$ cat src/rtl/mux_pkg.sv
// Shared constants, helper function and state type for the round-robin stream mux.
package mux_pkg;

    localparam int DEFAULT_N = 8;
    localparam int DEFAULT_W = 8;

    // Values of fix_en: round-robin arbitration or fixed select
    localparam logic MODE_RR  = 1'b0;
    localparam logic MODE_FIX = 1'b1;

    // Occupancy of the single output register
    typedef enum logic {
        OUT_EMPTY = 1'b0,
        OUT_FULL  = 1'b1
    } out_state_e;

    // Index width that never collapses to zero bits for tiny channel counts
    function automatic int clog2_min1(input int n);
        return (n <= 2) ? 1 : $clog2(n);
    endfunction

endpackage

$ cat src/rtl/rr_pick.sv
// Rotating-priority encoder: picks the first request at or after ptr, wrapping
// around. The request vector is doubled and shifted down by ptr so a plain
// lowest-bit scan yields the offset from ptr.
module rr_pick
    import mux_pkg::*;
#(
    parameter  int N    = DEFAULT_N,
    localparam int SELW = clog2_min1(N)
) (
    input  logic [N-1:0]    req,
    input  logic [SELW-1:0] ptr,
    output logic            gnt_valid,
    output logic [SELW-1:0] gnt_idx
);

    logic [2*N-1:0] req_dbl;
    logic [N-1:0]   req_rot;
    int             offset;
    int             idx_sum;

    assign req_dbl = {req, req};
    assign req_rot = N'(req_dbl >> ptr);

    // Lowest set bit of the rotated vector is the winner's distance from ptr
    always_comb begin
        gnt_valid = 1'b0;
        offset    = 0;
        idx_sum   = 0;
        for (int i = N - 1; i >= 0; i--) begin
            if (req_rot[i]) begin
                gnt_valid = 1'b1;
                offset    = i;
            end
        end
        idx_sum = int'(ptr) + offset;
        if (idx_sum >= N) begin
            idx_sum = idx_sum - N;
        end
        gnt_idx = SELW'(idx_sum);
    end

endmodule

$ cat src/rtl/stream_mux_rr.sv
// N-channel valid/ready stream multiplexer with runtime choice between
// round-robin arbitration and fixed select, feeding a single registered
// output stage that can drain and refill in the same cycle.
module stream_mux_rr
    import mux_pkg::*;
#(
    parameter  int N    = DEFAULT_N,
    parameter  int W    = DEFAULT_W,
    localparam int SELW = clog2_min1(N)
) (
    input  logic            clk,
    input  logic            rst,
    input  logic [N*W-1:0]  in_data,
    input  logic [N-1:0]    in_valid,
    output logic [N-1:0]    in_ready,
    input  logic            fix_en,
    input  logic [SELW-1:0] sel,
    output logic [W-1:0]    out_data,
    output logic            out_valid,
    input  logic            out_ready,
    output logic [SELW-1:0] out_src
);

    // Valid vector padded to the full select range so that sel values past
    // N-1 land on zero bits and never grant
    localparam int NPAD = 1 << SELW;

    out_state_e      state;
    out_state_e      state_nxt;
    logic [SELW-1:0] ptr;
    logic            rr_valid;
    logic [SELW-1:0] rr_idx;
    logic [NPAD-1:0] valid_pad;
    logic            grant_valid;
    logic [SELW-1:0] grant;
    logic            load_en;
    logic            take;
    logic [W-1:0]    grant_data;

    assign valid_pad = NPAD'(in_valid);
    assign out_valid = (state == OUT_FULL);
    assign load_en   = (state == OUT_EMPTY) | out_ready;
    assign take      = load_en & grant_valid;

    rr_pick #(
        .N(N)
    ) u_rr_pick (
        .req      (in_valid),
        .ptr      (ptr),
        .gnt_valid(rr_valid),
        .gnt_idx  (rr_idx)
    );

    // Choose the candidate channel according to the current mode
    always_comb begin
        grant_valid = 1'b0;
        grant       = '0;
        if (fix_en == MODE_FIX) begin
            grant_valid = valid_pad[sel];
            grant       = sel;
        end else begin
            grant_valid = rr_valid;
            grant       = rr_idx;
        end
    end

    // One-hot ready back to the winning producer; held off during reset
    always_comb begin
        in_ready = '0;
        for (int k = 0; k < N; k++) begin
            in_ready[k] = !rst && take && (grant == SELW'(k));
        end
    end

    // Route the winning channel's word towards the output register
    always_comb begin
        grant_data = '0;
        for (int k = 0; k < N; k++) begin
            if (grant == SELW'(k)) begin
                grant_data = in_data[k*W +: W];
            end
        end
    end

    // Output register occupancy: refill wins over drain, stall holds
    always_comb begin
        state_nxt = state;
        case (state)
            OUT_EMPTY: begin
                if (take) begin
                    state_nxt = OUT_FULL;
                end
            end
            OUT_FULL: begin
                if (out_ready && !grant_valid) begin
                    state_nxt = OUT_EMPTY;
                end
            end
            default: state_nxt = OUT_EMPTY;
        endcase
    end

    // Occupancy state register
    always_ff @(posedge clk or posedge rst) begin
        if (rst) begin
            state <= OUT_EMPTY;
        end else begin
            state <= state_nxt;
        end
    end

    // Capture the granted word and advance the round-robin pointer past it
    always_ff @(posedge clk or posedge rst) begin
        if (rst) begin
            out_data <= '0;
            out_src  <= '0;
            ptr      <= '0;
        end else if (take) begin
            out_data <= grant_data;
            out_src  <= grant;
            ptr      <= (grant == SELW'(N - 1)) ? '0 : grant + SELW'(1);
        end
    end

endmodule

$ cat config.mk
export PLATFORM = sky130hd
export DESIGN_NAME = stream_mux_rr
export DESIGN_NICKNAME = d
export VERILOG_FILES = /design/src/rtl/mux_pkg.sv /design/src/rtl/rr_pick.sv /design/src/rtl/stream_mux_rr.sv
export SDC_FILE = /design/constraint.sdc
export NUM_CORES = 1
export LEC_CHECK = 0
export ABC_AREA = 1
export CORE_UTILIZATION = 47
export CTS_CLUSTER_SIZE = 20
export DETAILED_ROUTE_END_ITERATION = 12
export HOLD_SLACK_MARGIN = 0.08
export PLACE_DENSITY = 0.86
export SLEW_MARGIN = 20
export SYNTH_ARGS = -nofsm -noshare
export SYNTH_HDL_FRONTEND = slang
export SYNTH_SLANG_ARGS = --single-unit
export TNS_END_PERCENT = 50
$ cat constraint.sdc
create_clock -name clk -period 7.2 [get_ports clk]
set_input_delay 1.08 -clock clk [delete_from_list [all_inputs] [get_ports clk]]
set_output_delay 1.08 -clock clk [all_outputs]
set_load 0.01 [all_outputs]
==> results.sh <==
export IMPL_outcome="finished clean"
export IMPL_dieArea_sq_um=5110
export IMPL_grtUsageTotal_pct=29.0
export IMPL_diodes=0
export IMPL_drv_slew=0
export IMPL_gp_congestion=0.992
export IMPL_startpoint_type="input pin"
export IMPL_cp_max_fo=26
export IMPL_cts_htree_levels=1
export IMPL_hpwl_mm=5.74
export IMPL_switchingPower_mw=0.711
export IMPL_async_reset_ff_share_pct=100
export IMPL_internal_power_mw=0.542
export IMPL_synth_edff_count=0
export IMPL_antenna_found_initial=0
export IMPL_synth_nets=490
export IMPL_rsz0062_at_grt="false"
export IMPL_fin_crit_ns=6.37
export IMPL_syn_inst=404
export IMPL_seq_area_frac_synth_pct=16.5
export IMPL_area_growth_syn_to_layout_pct=44.0
export IMPL_min_period_over_period_pct=88.4
export IMPL_seq_power_share_pct=13.6
export IMPL_drive_above_1_share_pct=6.72
export IMPL_final_core_util_pct=72.5
export IMPL_vdd_drop_max_mv=0.203
export IMPL_drt_iter0_drc=260
export IMPL_cts_hold_buf=0
export IMPL_cts_buffers=3
export IMPL_row_count=24
export IMPL_vias=2862
export IMPL_clkTransAtPathRegs_ns=0.06
export IMPL_fp_dieW_um=71.5
export IMPL_io_buffers=98
export IMPL_slew_headroom_pct=36.4
export IMPL_dieHeight_um=71.5
export IMPL_power_frac_comb_pct=81.0
export IMPL_worstMarginPinSlew_ns=0.951
export IMPL_grt_first_pass_wirelength_mm=11.7
export IMPL_synth_cell_types=34
export IMPL_fin_nets=578
export IMPL_grt_overflow=0
export IMPL_p_sw_share_pct=56.7
export IMPL_p_leak_nw=1.71
export IMPL_fin_worst_skew_ns=0.00531
export IMPL_max_cap_viol_count=0
export IMPL_grt_max_degree=27
export IMPL_fp_coreArea_sq_um=4500
export IMPL_min_path_type="flip-flop to flip-flop"
export IMPL_cts_setup_buffers=0
export IMPL_power_density_nw_per_um2=384
export IMPL_clock_path_buffers=2
export IMPL_critPathArrivalTime_ns=5.29
export IMPL_synth_ff_type="dfrtp_1"
export IMPL_drt_pass1_iter_count=6
export IMPL_ant_nets=0
export IMPL_synth_seq_cells=15
export IMPL_max_freq_mhz=157
export IMPL_ys_warnings_count=0
export IMPL_start_util_pct=50.4
export IMPL_avgViaCountPerCell=5.27
export IMPL_drcViolationCount=0
export IMPL_pre_cts_slack_ns=0.880
export IMPL_cts_tree="built"
export IMPL_avgRoutedWirePerCell_um=13.1
export IMPL_hold_viol_final=0
export IMPL_tns_ns=0
export IMPL_clock_root_buffer="clkbuf_8"
export IMPL_worst_skew_pair_late_latency_ns=0.25
export IMPL_timing_final_ws_setup_ns=0.832
export IMPL_p_clk_share_pct=5.4
export IMPL_netlist_area_sq_um=2270
export IMPL_setup_viol=0
export IMPL_num_io_pins=99
export IMPL_cts_sinks=15
export IMPL_syn_area_per_cell_sq_um=5.61
export IMPL_cts_resized=0
export IMPL_grt_pass1_vias=2615
export IMPL_wl_mm=7.12
export IMPL_cp_data_required_time_ns=6.12
export IMPL_worst_setup_path_type="input pin to output pin"
export IMPL_cp_end_kind="output pin"
==> path summary, 6_finish.rpt <==
path	from	end	slack [ns]	cells after the start
setup / recovery	in_valid[1]	in_ready[3]	0.83	19
hold / removal	out_data[2]	out_data[2]	0.48	2
setup reg to reg	ptr[0]	out_data[4]	2.76	28
hold reg to reg	out_data[2]	out_data[2]	0.48	2
max in group asynchronous	rst	ptr[0]	5.62	2
min in group asynchronous	rst	out_data[1]	1.20	2
==> Yosys cell counts (2+ instances only) <==
cell	n	area [sq um]
inv_2	2	7.51
nor2_2	2	12.5
nand2_4	4	45.0
nand3_2	3	30.0
o21ai_1	2	10.0
buf_2	7	35.0
inv_1	61	229
nor2_1	25	93.8
a21oi_1	10	50.1
dfrtp_1	15	375
nand2_1	142	533
o21ai_0	26	130
buf_6	4	45.0
ha_1	6	75.1
clkbuf_1	3	11.3
nand4_1	25	156
nand3_1	33	165
or2_1	7	43.8
nand2_2	12	75.1
==> cell type report <==
cell class | instances | area, sq um
repair buffers | 99 | 988
clock buffers | 3 | 41.3
flip-flops and latches | 15 | 375
multi-input cells | 308 | 1540
inverters | 65 | 249
fillers | 410 | 1240
clock inverters | 1 | 5.00
well taps | 52 | 65.1
==> metal layers <==
metal | up-vias | share of wire, % | wire length [um] | track usage (%)
li1 | 1451 | - | - | -
met1 | 1247 | 43 | 3040 | 38.1
met2 | 141 | 48 | 3450 | 50.5
met3 | 23 | 6.1 | 434 | 2.67
met4 | 0 | 2.8 | 199 | 8.71
met5 | - | 0 | 0 | 0
==> flip-flops by register name (all words and copies together) (netlist names) <==
name	cells
out_src	3
out_valid	1
out_data	8
ptr	3
==> cells in the final DEF (no fill, tap or decap), drive strengths merged, types with 6 or more instances in the layout <==
master / Yosys / routed
nor2: 28 / 28
ha: 6 / 6
or2: 8 / 8
nand2: 159 / 159
clkdlybuf4s50: 0 / 98
dfrtp: 15 / 15
inv: 64 / 64
nand3: 37 / 37
o21ai: 28 / 28
a21oi: 10 / 10
nand4: 25 / 25
==> power groups by stage <==
stage	combinational, mW	sequential, mW	clock, mW
4_1_cts	1.01	0.170	0.0696
6_report	1.01	0.170	0.0680
3_5_place_dp	1.00	0.170	0
2_1_floorplan	0.749	0.159	0
5_1_grt	1.16	0.178	0.0732
3_3_place_gp	0.981	0.170	0
==> worst max-delay path: stages <==
cell and delay, ns:
clkdlybuf4s50_1 0.53, nand2_1 0.10, nand3_1 0.14, nand3_1 0.11, a31oi_1 0.17, o21ai_0 0.09
nand2_1 0.06, a21boi_0 0.08, ha_1 0.21, fa_1 0.40, xor2_1 0.21, nand3_2 0.12
nand3_4 0.28, nand2_8 0.13, inv_1 0.15, ha_1 0.35, clkinv_1 0.32, nor2_1 0.18
clkdlybuf4s50_1 0.55
==> through the flow <==
| step | hold slack [ns] | total power [mW] | cell area (sq um) | std cells |
|---|---|---|---|---|
| 2_1_floorplan | 0.515 | 0.908 | 2270 | 404 |
| 3_3_place_gp | 0.461 | 1.15 | 3220 | 539 |
| 3_5_place_dp | 0.469 | 1.17 | 3220 | 539 |
| 4_1_cts | 0.486 | 1.25 | 3270 | 543 |
| 5_1_grt | 0.530 | 1.41 | 3270 | 543 |
| 6_report | 0.484 | 1.25 | 3270 | 543 |
==> logic make-up after synthesis <==
family / share of synthesized area [%]
compound gates: 9.76
xor+xnor: 0.386
fa+ha+maj: 4.19
buf+inv: 15.5
flops: 16.5
simple gates: 53.6
(Power assumes the default switching activity.)
